## src/rtl/sprite_engine.sv

```systemverilog
// sprite_engine: erases, moves and redraws one rectangular sprite as a raster of pixel writes.
// Optional feature macro: SPRITE_BOUNCE_EN (clamped MOVE axes reflect the stored direction).
module sprite_engine #(
    parameter int unsigned SCR_W   = 160,
    parameter int unsigned SCR_H   = 120,
    parameter int unsigned SPR_W   = 4,
    parameter int unsigned SPR_H   = 4,
    parameter int unsigned STEP    = 1,
    parameter int unsigned START_X = 80,
    parameter int unsigned START_Y = 60,
    parameter int unsigned XW      = 8,
    parameter int unsigned YW      = 7
) (
    input  logic          clk,
    input  logic          reset_n,
    input  logic          cmd_valid,
    output logic          cmd_ready,
    input  logic [1:0]    cmd_op,
    input  logic [1:0]    cmd_dir,
    input  logic [2:0]    fg_colour,
    output logic [XW-1:0] x_out,
    output logic [YW-1:0] y_out,
    output logic [2:0]    colour,
    output logic          plot,
    output logic          done,
    output logic [XW-1:0] pos_x,
    output logic [YW-1:0] pos_y,
    output logic          flying,
    output logic [1:0]    dir_out
);

    localparam int unsigned MAX_X = SCR_W - SPR_W;
    localparam int unsigned MAX_Y = SCR_H - SPR_H;

    localparam logic [1:0] OP_NEW    = 2'b00;
    localparam logic [1:0] OP_MOVE   = 2'b01;
    localparam logic [1:0] OP_SHOT   = 2'b10;
    localparam logic [1:0] OP_ESCAPE = 2'b11;

    typedef enum logic [2:0] {
        S_IDLE,
        S_CLEAR,
        S_UPDATE,
        S_DRAW,
        S_FINISH
    } state_t;

    state_t        state_q, state_d;
    logic [XW-1:0] ox_q, ox_d;
    logic [YW-1:0] oy_q, oy_d;
    logic [1:0]    op_q, op_d;
    logic [1:0]    cdir_q, cdir_d;
    logic [2:0]    col_q, col_d;
    logic [XW-1:0] pos_x_q, pos_x_d;
    logic [YW-1:0] pos_y_q, pos_y_d;
    logic          flying_q, flying_d;
    logic [1:0]    dir_q, dir_d;
    logic [XW-1:0] x_q, x_d;
    logic [YW-1:0] y_q, y_d;
    logic [2:0]    colour_q, colour_d;
    logic          plot_q, plot_d;
    logic          done_q, done_d;
    logic          ready_q, ready_d;

    logic [31:0]   x_inc, y_inc;
    logic [XW-1:0] nx;
    logic [YW-1:0] ny;
    logic [1:0]    mv_dir;

    assign x_inc = 32'(pos_x_q) + STEP;
    assign y_inc = 32'(pos_y_q) + STEP;

`ifdef SPRITE_BOUNCE_EN
    logic clamp_x, clamp_y;
    // Once bouncing is enabled, the sprite steers itself from its stored direction
    assign mv_dir  = dir_q;
    assign clamp_x = mv_dir[0] ? (x_inc > MAX_X) : (32'(pos_x_q) < STEP);
    assign clamp_y = mv_dir[1] ? (y_inc > MAX_Y) : (32'(pos_y_q) < STEP);
`else
    assign mv_dir  = cdir_q;
`endif

    // Clamped MOVE target position
    always_comb begin
        nx = pos_x_q;
        ny = pos_y_q;
        if (mv_dir[0]) begin
            nx = (x_inc > MAX_X) ? XW'(MAX_X) : XW'(x_inc);
        end else begin
            nx = (32'(pos_x_q) < STEP) ? '0 : XW'(32'(pos_x_q) - STEP);
        end
        if (mv_dir[1]) begin
            ny = (y_inc > MAX_Y) ? YW'(MAX_Y) : YW'(y_inc);
        end else begin
            ny = (32'(pos_y_q) < STEP) ? '0 : YW'(32'(pos_y_q) - STEP);
        end
    end

    // Next-state and next-output logic
    always_comb begin
        state_d  = state_q;
        ox_d     = ox_q;
        oy_d     = oy_q;
        op_d     = op_q;
        cdir_d   = cdir_q;
        col_d    = col_q;
        pos_x_d  = pos_x_q;
        pos_y_d  = pos_y_q;
        flying_d = flying_q;
        dir_d    = dir_q;
        x_d      = x_q;
        y_d      = y_q;
        colour_d = colour_q;
        plot_d   = 1'b0;
        done_d   = 1'b0;

        unique case (state_q)
            S_IDLE: begin
                if (cmd_valid) begin
                    op_d   = cmd_op;
                    cdir_d = cmd_dir;
                    col_d  = fg_colour;
                    ox_d   = '0;
                    oy_d   = '0;
                    // NEW and commands to a dead sprite have nothing to erase
                    if (cmd_op == OP_NEW || !flying_q) begin
                        state_d = S_UPDATE;
                    end else begin
                        state_d = S_CLEAR;
                    end
                end
            end

            S_CLEAR, S_DRAW: begin
                plot_d   = 1'b1;
                x_d      = XW'(32'(pos_x_q) + 32'(ox_q));
                y_d      = YW'(32'(pos_y_q) + 32'(oy_q));
                colour_d = (state_q == S_DRAW) ? col_q : 3'b000;
                if (ox_q == XW'(SPR_W - 1)) begin
                    ox_d = '0;
                    if (oy_q == YW'(SPR_H - 1)) begin
                        oy_d    = '0;
                        state_d = (state_q == S_CLEAR) ? S_UPDATE : S_FINISH;
                    end else begin
                        oy_d = oy_q + YW'(1);
                    end
                end else begin
                    ox_d = ox_q + XW'(1);
                end
            end

            S_UPDATE: begin
                if (op_q == OP_NEW) begin
                    pos_x_d  = XW'(START_X);
                    pos_y_d  = YW'(START_Y);
                    flying_d = 1'b1;
                    dir_d    = cdir_q;
                    state_d  = S_DRAW;
                end else if (!flying_q) begin
                    state_d = S_FINISH;
`ifndef SPRITE_BOUNCE_EN
                    if (op_q == OP_MOVE) begin
                        dir_d = cdir_q;
                    end
`endif
                end else begin
                    unique case (op_q)
                        OP_MOVE: begin
                            pos_x_d = nx;
                            pos_y_d = ny;
`ifdef SPRITE_BOUNCE_EN
                            dir_d   = {mv_dir[1] ^ clamp_y, mv_dir[0] ^ clamp_x};
`else
                            dir_d   = cdir_q;
`endif
                            state_d = S_DRAW;
                        end
                        OP_SHOT: begin
                            if (y_inc > MAX_Y) begin
                                pos_y_d  = YW'(MAX_Y);
                                flying_d = 1'b0;
                                state_d  = S_FINISH;
                            end else begin
                                pos_y_d = YW'(y_inc);
                                state_d = S_DRAW;
                            end
                        end
                        OP_ESCAPE: begin
                            if (32'(pos_y_q) < STEP) begin
                                pos_y_d  = '0;
                                flying_d = 1'b0;
                                state_d  = S_FINISH;
                            end else begin
                                pos_y_d = YW'(32'(pos_y_q) - STEP);
                                state_d = S_DRAW;
                            end
                        end
                        default: state_d = S_FINISH;
                    endcase
                end
            end

            S_FINISH: begin
                done_d  = 1'b1;
                state_d = S_IDLE;
            end

            default: state_d = S_IDLE;
        endcase

        ready_d = (state_d == S_IDLE);
    end

    // State and registered outputs
    always_ff @(posedge clk or negedge reset_n) begin
        if (!reset_n) begin
            state_q  <= S_IDLE;
            ox_q     <= '0;
            oy_q     <= '0;
            op_q     <= OP_NEW;
            cdir_q   <= 2'b00;
            col_q    <= 3'b000;
            pos_x_q  <= XW'(START_X);
            pos_y_q  <= YW'(START_Y);
            flying_q <= 1'b0;
            dir_q    <= 2'b00;
            x_q      <= '0;
            y_q      <= '0;
            colour_q <= 3'b000;
            plot_q   <= 1'b0;
            done_q   <= 1'b0;
            ready_q  <= 1'b1;
        end else begin
            state_q  <= state_d;
            ox_q     <= ox_d;
            oy_q     <= oy_d;
            op_q     <= op_d;
            cdir_q   <= cdir_d;
            col_q    <= col_d;
            pos_x_q  <= pos_x_d;
            pos_y_q  <= pos_y_d;
            flying_q <= flying_d;
            dir_q    <= dir_d;
            x_q      <= x_d;
            y_q      <= y_d;
            colour_q <= colour_d;
            plot_q   <= plot_d;
            done_q   <= done_d;
            ready_q  <= ready_d;
        end
    end

    assign cmd_ready = ready_q;
    assign x_out     = x_q;
    assign y_out     = y_q;
    assign colour    = colour_q;
    assign plot      = plot_q;
    assign done      = done_q;
    assign pos_x     = pos_x_q;
    assign pos_y     = pos_y_q;
    assign flying    = flying_q;
    assign dir_out   = dir_q;

endmodule

```

## config.mk

```make
export PLATFORM = sky130hd
export DESIGN_NAME = sprite_engine
export DESIGN_NICKNAME = d
export VERILOG_FILES = /design/src/rtl/sprite_engine.sv
export SDC_FILE = /design/constraint.sdc
export NUM_CORES = 1
export LEC_CHECK = 0
export ABC_AREA = 1
export BUFFER_PORTS_ARGS = -buffer_cell sky130_fd_sc_hd__buf_2
export CORE_ASPECT_RATIO = 1.1
export CORE_MARGIN = 1
export CORE_UTILIZATION = 45
export CTS_BUF_LIST = sky130_fd_sc_hd__clkbuf_4 sky130_fd_sc_hd__clkbuf_8
export CTS_CLUSTER_DIAMETER = 40
export DETAILED_ROUTE_END_ITERATION = 10
export GPL_ROUTABILITY_DRIVEN = 0
export GPL_TIMING_DRIVEN = 0
export PLACE_DENSITY = 0.74
export SLEW_MARGIN = 20
export SYNTH_ARGS = -nofsm -noshare
export SYNTH_HDL_FRONTEND = slang
export SYNTH_SLANG_ARGS = --single-unit
```

## constraint.sdc

```tcl
create_clock -name clk -period 2.3 [get_ports clk]
set_clock_uncertainty 0.1 [all_clocks]
set_input_delay 0.23 -clock clk [delete_from_list [all_inputs] [get_ports clk]]
set_output_delay 0.23 -clock clk [all_outputs]
set_load 0.02 [all_outputs]
```

* Yosys cells after proc, flatten, opt, wreduce, memory -nomap -nowiden
Cells that the tools add are included.
Word-level totals: bits in registers 64, bits in latches 0, bits in writable memories 0, memory bits (read-only) 0, input port bits 10, output and inout bits 39, logic and storage cells 96, memories 0
Operators by class: add/subtract/negate cells 8, multipliers 0, divide/modulo/power cells 0, $lt $le $gt $ge 4, eq/ne operators 11, shift operators 0, multiplexer cells 40, bitwise logic cells 0, reductions and logical operators 17
Operator list (count):
- two-way mux 8 bit | 8
- two-way mux 7 bit | 8
- two-way mux 3 bit | 9
- one-hot mux 7 bit (3 select lines) | 1
- one-hot mux 3 bit (3 select lines) | 2
- one-hot mux 8 bit (2 select lines) | 1
- one-hot mux 7 bit (2 select lines) | 1
- adder 8 x 1 -> 9 bit (second input constant) | 1
- > comparator 9 x 8 -> 1 bit (second input constant) | 1
- AND reduction 3 bit | 3
- adder 7 x 1 -> 8 bit (second input constant) | 1
- adder 8 x 1 -> 8 bit (second input constant) | 1
- adder 8 bit | 1
- equality test 8 x 2 -> 1 bit (second input constant) | 1
- > comparator 8 x 7 -> 1 bit (second input constant) | 1
- < comparator 8 x 1 -> 1 bit (second input constant) | 1
- subtractor 8 x 1 -> 8 bit (second input constant) | 1
- adder 7 x 1 -> 7 bit (second input constant) | 1
- adder 7 bit | 1
- equality test 7 x 2 -> 1 bit (second input constant) | 1
- < comparator 7 x 1 -> 1 bit (second input constant) | 1
- subtractor 7 x 1 -> 7 bit (second input constant) | 1
- equality test 3 x 2 -> 1 bit (second input constant) | 2
- logical NOT 3 bit | 2
- other kinds (15) | 29

* Logic depth before layout (Yosys ltp)
Gate-level depths: netlist of the first run.
word-level depth 8, depth in mapped cells 13, gate-level depth less buffers 13

* Worst setup path before layout of the first run
OpenSTA, ideal clock, no wires.
kind reg-to-reg, from reg pos_x_q[0] (netlist: pos_x[0]), to reg x_q[6] (netlist: x_out[6]), setup time 118 ps, arrival 1924 ps, data required time 2082 ps, setup slack 158 ps, stages on the path, launching flop included 13, path buffers 0, clock period less this slack 2142 ps, cells stage by stage dfrtp_1 -> ha_1 -> inv_1 -> fa_1 -> inv_1 -> nand3_1 -> nand2_1 -> nand2_1 -> nand2_1 -> a21oi_1 -> or2_2 -> nand3_1 -> nand2_1
Between the ends: longest elaborated chain between the ends 1
Ends and longest elaborated chain:
- start: declaration | line 54 | logic [XW-1:0] pos_x_q, pos_x_d;
- start signal: assignment | line 223 | pos_x_q <= XW'(START_X);
- start signal: assignment | line 240 | pos_x_q <= pos_x_d;
- adder 8 bit | line 136 | x_d = XW'(32'(pos_x_q) + 32'(ox_q));
- end signal: assignment | line 227 | x_q <= '0;
- end signal: assignment | line 244 | x_q <= x_d;
- end: declaration | line 58 | logic [XW-1:0] x_q, x_d;
No other way between the ends. A chain may end at the register's enable or synchronous reset.

* Final worst setup path of the first run
from reg ox_q[0], to reg x_q[6] (netlist: x_out[6])
Between the ends: longest elaborated chain between the ends 1
Ends and longest elaborated chain:
- start: declaration | line 49 | logic [XW-1:0] ox_q, ox_d;
- start signal: assignment | line 218 | ox_q <= '0;
- start signal: assignment | line 235 | ox_q <= ox_d;
- adder 8 bit | line 136
No other way between the ends.

==> flow_results.org, run 1 <==
** Outcome
- Result of the run :: finished, final reports clean

** Pwr
- The analysis attributes to cell leakage a power of 2.64 nW.
- The share of total power dissipated in sequential elements is 0.558.
- Of the total power, combinational logic draws 0.021.
- Clock network fraction of total power :: 0.421
- Max VDD drop :: 195 uV
- Internal Dissipation :: 0.00157 W
- Of the total power, the share spent switching nets is 0.224.
- Power spread over the standard cell area amounts to 427 nW/um2.
- The analysis attributes to net switching a power of 0.000451 W.

** Worst setup path
- CP delay by family, top :: simple AND/OR/NAND/NOR gates
- Worst Path Buf+Inv :: 2
- Most frequent cell on the critical path :: sky130_fd_sc_hd__nand2_1
- The worst setup path is of the flip-flop to flip-flop kind.
- Critical Path Max Stage Delay :: 380 ps
- The worst setup path is captured at a flip-flop.
- Library cell contributing the largest single delay on the critical path :: sky130_fd_sc_hd__dfrtp_1
- Worst-case register-to-register setup slack :: 220 ps
- Data arrival time of the worst path :: 2210 ps
- For the worst setup path, the data required time is 2430 ps.
- Along the worst path, the maximum fanout reaches 3.
- Ordered cell list for the critical path :: ha_1, inv_1, fa_1, inv_1, nand3_1, nand2_1, nand2_1, nand2_1, a21oi_1, or2_2, nand3_1, nand2_1
- The worst setup path is launched from a flip-flop.

** CTS
- Maximum count of clock buffers along a single path :: 2
- Number of buffers created by CTS :: 9
- Clock-pin slew was measured on the worst setup and hold paths at 80 ps.
- For this design, the sink count on the clock tree is 64.
- Root Buffer Master :: sky130_fd_sc_hd__clkbuf_8
- Clock tree from TritonCTS :: yes
- The later pin in the worst-skew pair is clocked with a latency of 340 ps.
- H-tree levels :: 3

** Global route
- Across every metal layer, demand over resource in global routing totals 0.222.
- Number of global-route vias before repair :: 3,565
- Pin count of the biggest net entering global routing :: 45
- After global routing the overflow that remains totals 0.
- Initial antenna violation count :: 0
- Global-route wire length before repair :: 16,300 um

** Finish
- Number of standard cells in the layout, taps in and fillers out :: 731
- Diode insertion count for antenna repair :: 0
- The filler cells instantiated in the layout total 825.
- In the final layout, flip-flops and latches occupy 1610 um2.
- Summing all multi-input logic gate instances after layout gives 2120 um2.
- In the final layout, the share of cells above drive strength 1 is 0.169.
- Summing all non-filler instances in the final layout gives an area of 4720 um2.
- The area growth from synthesis to layout is 16.6%.
- Net count, final :: 648

** Synth
- Post-synthesis cell type with the largest combined area :: sky130_fd_sc_hd__dfrtp_1
- Of the synthesized area, sequential elements account for 0.398.
- Number of standard cells after synthesis :: 545
- Synthesized Nets :: 578
- The share of synthesized area in the top cell type comes to 0.352.
- Yosys printed 0 warnings.
- Mapped cell area :: 4050 um2
- Count of state elements after synthesis :: 64
- The netlist uses 37 different library cells.
- The average instance in the mapped netlist occupies 7.43 um2.
- In the post-synthesis netlist, the biggest area contributors are sky130_fd_sc_hd__dfrtp_1 (35%), sky130_fd_sc_hd__nand2_1 (13%), sky130_fd_sc_hd__ha_1 (6.5%), sky130_fd_sc_hd__inv_1 (6.5%), sky130_fd_sc_hd__nand3_1 (5.8%).

** STA
- Final TNS setup :: 0 ps
- The count of final hold-check violations came to 0.
- The clock period could shrink to 2080 ps.
- Setup repair after global routing left no endpoint under its margin.
- Number of max-slew violations in the final report :: 0
- Period utilisation layout :: 0.904
- Slew of the pin with the lowest slew margin :: 610 ps
- Setup violations remaining at the end of the flow were counted as 0.
- Measured against its own limit, the worst slew margin works out to 0.593.
- Smallest hold slack :: 6.46 ps
- Fmax achieved :: 0.481 GHz

** Route
- In this run the remaining antenna-violating nets after routing total 0.
- The routed layout has 3,771 vias.
- Number of vias per cell after detailed routing :: 5.16
- Number of design rule violations left after detail routing :: 0
- After detailed routing, the average wire length per cell comes to 13.0 um.
- Wires add up to 9520 um.
- 1st-pass router iterations :: 5
- After the first detailed-routing iteration, the DRC count stood at 237.

** Place
- The wire-length estimate of the detail-placed layout is 7190 um.
- Summing all placed instances gives a cell area of 4460 um2.
- # port buffers :: 48
- Counting tap cells, the placed design contains a total of 705 instances.

** Floorplan
- Initial Util :: 0.474
- Number of rows created at floorplan :: 35
- Core area :: 8540 um2
- I/O pins :: 49
- The floorplan step set the die height to 102 um.
- The die covers 9380 um2.
- The die is 92.5 um wide.

** Worst hold path
- The worst hold path belongs to the class input pin to flip-flop.

** Flow run
- Max Cap Viol :: 0
==> worst register-to-register path, cell delays in order (launching register included) <==
cell and delay [ps]:
sky130_fd_sc_hd__dfrtp_1 380, sky130_fd_sc_hd__ha_1 180, sky130_fd_sc_hd__inv_1 50, sky130_fd_sc_hd__fa_1 370, sky130_fd_sc_hd__inv_1 100, sky130_fd_sc_hd__nand3_1 70, sky130_fd_sc_hd__nand2_1 90, sky130_fd_sc_hd__nand2_1 70
sky130_fd_sc_hd__nand2_1 60, sky130_fd_sc_hd__a21oi_1 70, sky130_fd_sc_hd__or2_2 280, sky130_fd_sc_hd__nand3_1 90, sky130_fd_sc_hd__nand2_1 60
==> power by group through the flow <==
stage	registers (W)	clock network, W	logic, W
after detailed placement	0.00115	0	0.0000377
after floorplan	0.00115	0	0.00000000123
final	0.00113	0.000849	0.0000418
after global routing	0.00112	0.000919	0.0000490
after global placement	0.00115	0	0.0000306
after CTS	0.00113	0.000867	0.0000439
==> worst paths after layout <==
| check | startpoint | endpoint | cells past startpoint |
|---|---|---|---|
| setup / recovery | ox_q[0] | x_out[6] | 12 |
| hold / removal | cmd_dir[1] | cdir_q[1] | 3 |
| setup reg to reg | ox_q[0] | x_out[6] | 12 |
| hold reg to reg | y_out[0] | y_out[0] | 2 |
| max in group asynchronous | reset_n | pos_y[4] | 3 |
| min in group asynchronous | reset_n | x_out[5] | 2 |
==> stage by stage <==
stage	worst slack, ps	utilization	total power [W]
after floorplan	158	-	0.00115
after global placement	125	0.519	0.00118
after detailed placement	52.7	0.522	0.00118
after CTS	39.7	0.548	0.00204
after global routing	16.9	0.553	0.00209
final	220	0.553	0.00202
==> cell usage after synthesis <==
| library cell | instances |
|---|---|
| sky130_fd_sc_hd__ha_1 | 21 |
| sky130_fd_sc_hd__or2_2 | 6 |
| sky130_fd_sc_hd__o21ai_2 | 1 |
| sky130_fd_sc_hd__a221oi_1 | 1 |
| sky130_fd_sc_hd__clkbuf_1 | 3 |
| sky130_fd_sc_hd__a21oi_4 | 1 |
| sky130_fd_sc_hd__nand2_2 | 1 |
| sky130_fd_sc_hd__nor2_4 | 4 |
| sky130_fd_sc_hd__xnor2_1 | 3 |
| sky130_fd_sc_hd__nand3_1 | 47 |
| sky130_fd_sc_hd__o21a_1 | 1 |
| sky130_fd_sc_hd__fa_1 | 2 |
| sky130_fd_sc_hd__dfstp_2 | 7 |
| sky130_fd_sc_hd__o21ai_1 | 3 |
| sky130_fd_sc_hd__inv_1 | 70 |
| sky130_fd_sc_hd__nand3b_1 | 2 |
| sky130_fd_sc_hd__buf_2 | 4 |
| sky130_fd_sc_hd__inv_2 | 1 |
| sky130_fd_sc_hd__o22ai_1 | 2 |
| sky130_fd_sc_hd__o21ai_0 | 40 |
| sky130_fd_sc_hd__a22o_1 | 3 |
| sky130_fd_sc_hd__nand4_1 | 9 |
| sky130_fd_sc_hd__a21oi_1 | 32 |
| sky130_fd_sc_hd__dfrtp_1 | 57 |
| sky130_fd_sc_hd__nand3_2 | 1 |
| sky130_fd_sc_hd__buf_1 | 1 |
| sky130_fd_sc_hd__nor2_2 | 2 |
| sky130_fd_sc_hd__nor3_1 | 10 |
| sky130_fd_sc_hd__nor2_1 | 45 |
| sky130_fd_sc_hd__o31ai_1 | 1 |
| sky130_fd_sc_hd__nand2_1 | 145 |
| sky130_fd_sc_hd__xor2_1 | 10 |
| sky130_fd_sc_hd__buf_4 | 2 |
| sky130_fd_sc_hd__nand2_4 | 3 |
| sky130_fd_sc_hd__o211ai_1 | 1 |
| sky130_fd_sc_hd__a22oi_1 | 2 |
| sky130_fd_sc_hd__nor4_1 | 1 |
==> cell type report <==
type | count | area share
Sequential cell | 64 | 0.342
Tap cell | 111 | 0.0294
Inverter | 71 | 0.0565
Buffer | 10 | 0.0106
Clock inverter | 4 | 0.00530
Multi-Input combinational cell | 400 | 0.450
Clock buffer | 12 | 0.0310
Timing Repair Buffer | 59 | 0.0758
==> sequential cells by signal, indices dropped and copies added, names as in the netlist <==
register   count
ox_q           8
cmd_ready      1
pos_x          8
colour         3
dir_out        2
y_out          7
flying         1
col_q          3
plot           1
pos_y          7
state_q        3
x_out          8
oy_q           7
op_q           2
done           1
cdir_q         2
==> what timing repair did <==
action | CTS | global route
hold buffers | 5 | 0
endpoints found under the hold margin | 49 | 0
setup endpoints to repair | 0 | 1
resized for setup | 0 | 2
setup buffers | 0 | 5
==> placed cells by master (no fill, tap or decap), types with 7 or more instances in the layout <==
master	synthesis	routed
sky130_fd_sc_hd__o21ai_0	40	40
sky130_fd_sc_hd__nor3_1	10	10
sky130_fd_sc_hd__nand3_1	47	47
sky130_fd_sc_hd__nor2_1	45	45
sky130_fd_sc_hd__dfstp_2	7	7
sky130_fd_sc_hd__clkbuf_8	0	9
sky130_fd_sc_hd__nand4_1	9	9
sky130_fd_sc_hd__inv_1	70	70
sky130_fd_sc_hd__nand2_1	145	145
sky130_fd_sc_hd__ha_1	21	21
sky130_fd_sc_hd__xor2_1	10	10
sky130_fd_sc_hd__buf_2	4	51
sky130_fd_sc_hd__buf_4	2	8
sky130_fd_sc_hd__dfrtp_1	57	55
sky130_fd_sc_hd__a21oi_1	32	32
==> layer usage <==
layer / global-route usage / vias up / part of all wire
li1: - / 1915 / -
met5: 0 / - / 0
met4: 0.109 / 0 / 0.028
met1: 0.284 / 1732 / 0.46
met2: 0.372 / 104 / 0.47
met3: 0.0270 / 20 / 0.044
==> kinds of logic (layout without fill, tap and decap cells) <==
logic type | after synthesis | after routing | synth area share
simple gates | 276 | 276 | 0.302
compound gates | 88 | 88 | 0.120
buf+inv | 81 | 156 | 0.0782
flops | 64 | 64 | 0.398
fa+ha+maj | 23 | 23 | 0.0748
xor+xnor | 13 | 13 | 0.0281
No activity file was read; power rests on OpenSTA's default activity.
==> run 2, diff against run 1 <==
==> constraint.sdc (replaced) <==
create_clock -name clk -period 2.3 [get_ports clk]
set_clock_uncertainty 0.1 [all_clocks]
set_input_delay 0.345 -clock clk [delete_from_list [all_inputs] [get_ports clk]]
set_output_delay 0.345 -clock clk [all_outputs]
set_load 0.02 [all_outputs]
==> flow_results.org, run 2 (synthesis gave the netlist of run 1 again) <==
** Pwr
- The peak supply drop was 198 uV (was 195 uV).
- Static Leakage :: 2.62 nW (was 2.64 nW)
- The power density over the cells was 430 nW/um2 (was 427 nW/um2).
- The total power came to 0.00201 W (was 0.00202 W).

** Worst setup path
- The family with the most delay on the worst path is simple AND/OR/NAND/NOR gates (unchanged).
- Ordered cell list for the critical path :: ha_1, inv_1, fa_1, inv_1, nand3_1, nand2_1, nand2_1, nand2_1, a21oi_1, or2_2, nand3_1, nand2_1 (unchanged)
- Data arrival time of the worst path :: 2210 ps (about the same)
- The kind of start point of the critical path was a flip-flop (unchanged).
- The type of element capturing the critical path was a flip-flop (unchanged).
- The largest stage delay on the critical path was 380 ps (about the same).
- Most frequent cell on the critical path :: sky130_fd_sc_hd__nand2_1 (unchanged)
- Worst Path Buf+Inv :: 2 (unchanged)
- Critical path class :: flip-flop to flip-flop (unchanged)
- The worst endpoint required time came to 2430 ps (about the same).
- The slowest cell on the critical path is sky130_fd_sc_hd__dfrtp_1 (unchanged).
- Largest fanout on the critical path :: 3 (unchanged)

** Floorplan
- Die height :: 102 um (unchanged)
- Core area :: 8540 um2 (unchanged)
- Area of the die :: 9380 um2 (unchanged)
- I/O pins :: 49 (unchanged)
- Number of rows created at floorplan :: 35 (unchanged)
- The die width came to 92.5 um (unchanged).
- The initial core utilization came to 0.474 (unchanged).

** Finish
- Number of inserted filler cells in the final layout :: 821 (was 825)
- Ratio of cells with drive above 1 in the final layout :: 0.170 (was 0.169)
- Area growth from synthesis to final layout :: 15.6% (was 16.6%)
- Highest-count cells in the layout ignoring fill and taps :: sky130_fd_sc_hd__nand2_1 (145), sky130_fd_sc_hd__inv_1 (70), sky130_fd_sc_hd__dfrtp_1 (55) (unchanged)
- Net count, final :: 644 (was 648)
- The commonest non-fill, non-tap cell in the layout was sky130_fd_sc_hd__nand2_1 (unchanged).
- The area of all placed cells without fillers came to 4680 um2 (was 4720 um2).
- Diode insertion count for antenna repair :: 0 (unchanged)

** Route
- The via total after detailed routing came to 3,745 (was 3,771).
- The count of antenna-violating nets left after detailed routing came to 0 (unchanged).
- Number of design rule violations left after detail routing :: 0 (unchanged)
- The via count normalized by instance count was 5.15 (was 5.16).
- Number of violations reported at the end of detailed-routing iteration 0 :: 207 (was 237)
- Mean routed wirelength per cell :: 13.0 um (about the same)
- Routed wire length :: 9480 um (was 9520 um)
- The first-pass iteration count of the detailed router was 5 (unchanged).

** STA
- Slew headroom :: 0.620 (was 0.593)
- The final total negative setup slack came to 0 ps (unchanged).
- The final number of max-transition violations came to 0 (unchanged).
- Number of failing setup endpoints in the final timing report :: 0 (unchanged)
- The highest clock frequency the design can meet is 0.481 GHz (about the same).
- RSZ-0062 raised after global routing: false (unchanged).
- The count of final hold-check violations was 0 (unchanged).
- The final critical-path share of the clock period was 0.903 (was 0.904).
- The worst-margin pin slew came to 570 ps (was 610 ps).
- The shortest period the worst path allows is 2080 ps (about the same).

** CTS
- Number of buffers created by CTS :: 9 (unchanged)
- Root Buffer Master :: sky130_fd_sc_hd__clkbuf_8 (unchanged)
- The clock-pin slew reported for the worst setup and hold paths after clock tree synthesis came to 80 ps (about the same).
- The H-tree depth reported by CTS is 3 (unchanged).
- The clock tree buffer depth is 2 (unchanged).
- The insertion delay to the later sink of the worst-skew pair was 350 ps (was 340 ps).
- Clock sink count :: 64 (unchanged)
- The clock tree from TritonCTS is yes (unchanged).

** Global route
- The overall overflow remaining after global route was 0 (unchanged).
- Initial antenna violation count :: 0 (unchanged)
- Pin count of the biggest net entering global routing :: 45 (unchanged)
- Number of global-route vias before repair :: 3,559 (was 3,565)
- The global-route wire length before repair was 16,200 um (was 16,300 um).
- The combined global-route utilization of all metal layers is 0.221 (was 0.222).

** Place
- The instance area after placement came to 4460 um2 (unchanged).
- The estimated wirelength of the detail-placed design came to 7190 um (unchanged).
- The count of buffers from port buffering was 48 (unchanged).

** Outcome
- Result of the run :: finished, final reports clean (unchanged)

** Worst hold path
- The type of the tightest min-delay check was input pin to flip-flop (unchanged).

** Flow run
- The max-capacitance violation count came to 0 (unchanged).
[run 2: changes by cell type in the layout (fill, tap and decap cells not counted)]
cell                            delta
sky130_fd_sc_hd__dlygate4sd3_1     -4
[run 2: power breakdown]
group	internal (W)	leakage [nW]	switching [W]
Sequential	0.00113	0.795	0
Clock	0.000423	0.0866	0.000427
Combinational	0.0000118	1.74	0.0000249
[run 2: cell type report]
type | instances | area [um2] | share of cell area
Multi-Input combinational cell | 400 | 2120 | 0.454
Timing Repair Buffer | 55 | 318 | 0.0679
Clock buffer | 12 | 146 | 0.0313
Tap cell | 111 | 139 | 0.0297
Clock inverter | 4 | 25.0 | 0.00535
Buffer | 10 | 50.0 | 0.0107
Inverter | 71 | 267 | 0.0569
Sequential cell | 64 | 1610 | 0.345
[run 2: stage by stage]
stage / setup WS [ps] / hold WS, ps / cells / utilization
2_1_floorplan: 158 / -50.6 / 545 / -
3_3_place_gp: 125 / 356 / 704 / 0.519
3_5_place_dp: 52.7 / 157 / 705 / 0.522
4_1_cts: 39.7 / 82.2 / 722 / 0.543
5_1_grt: 16.9 / 100 / 727 / 0.548
6_report: 222 / 90.4 / 727 / 0.548
[run 2: timing repair]
item	in CTS	in global routing
hold endpoints to repair	18	0
hold buffers	1	0
endpoints found under the setup margin	0	1
resized for setup	0	2
setup buffers	0	5
[run 2: layer usage]
metal / vias to the layer above / track usage / share of wire
met4: 0 / 0.109 / 0.029
met3: 23 / 0.0270 / 0.043
met2: 102 / 0.370 / 0.47
li1: 1911 / - / -
met1: 1709 / 0.285 / 0.46
met5: - / 0 / 0
[run 2: path summary, 6_finish.rpt]
kind                       depth (start not counted)  slack, ps  endpoint         start
max                                               12        220  x_out[6]       ox_q[0]
min                                                3         90  col_q[1]  fg_colour[1]
max reg2reg                                       12        220  x_out[6]       ox_q[0]
min reg2reg                                        2        370  y_out[0]      y_out[0]
max in group asynchronous                          3       1200  pos_y[4]       reset_n
min in group asynchronous                          2        330  x_out[5]       reset_n
[run 2: worst reg2reg max path, delay by kind of cell (launching register included)]
| family | cells | cell delay, ps |
|---|---|---|
| AND/OR/NAND/NOR | 7 | 720 |
| adder cells (fa/ha/maj) | 2 | 550 |
| flip-flops | 1 | 380 |
| buffers and inverters | 2 | 150 |
| AO/OA/AOI/OAI | 1 | 70 |
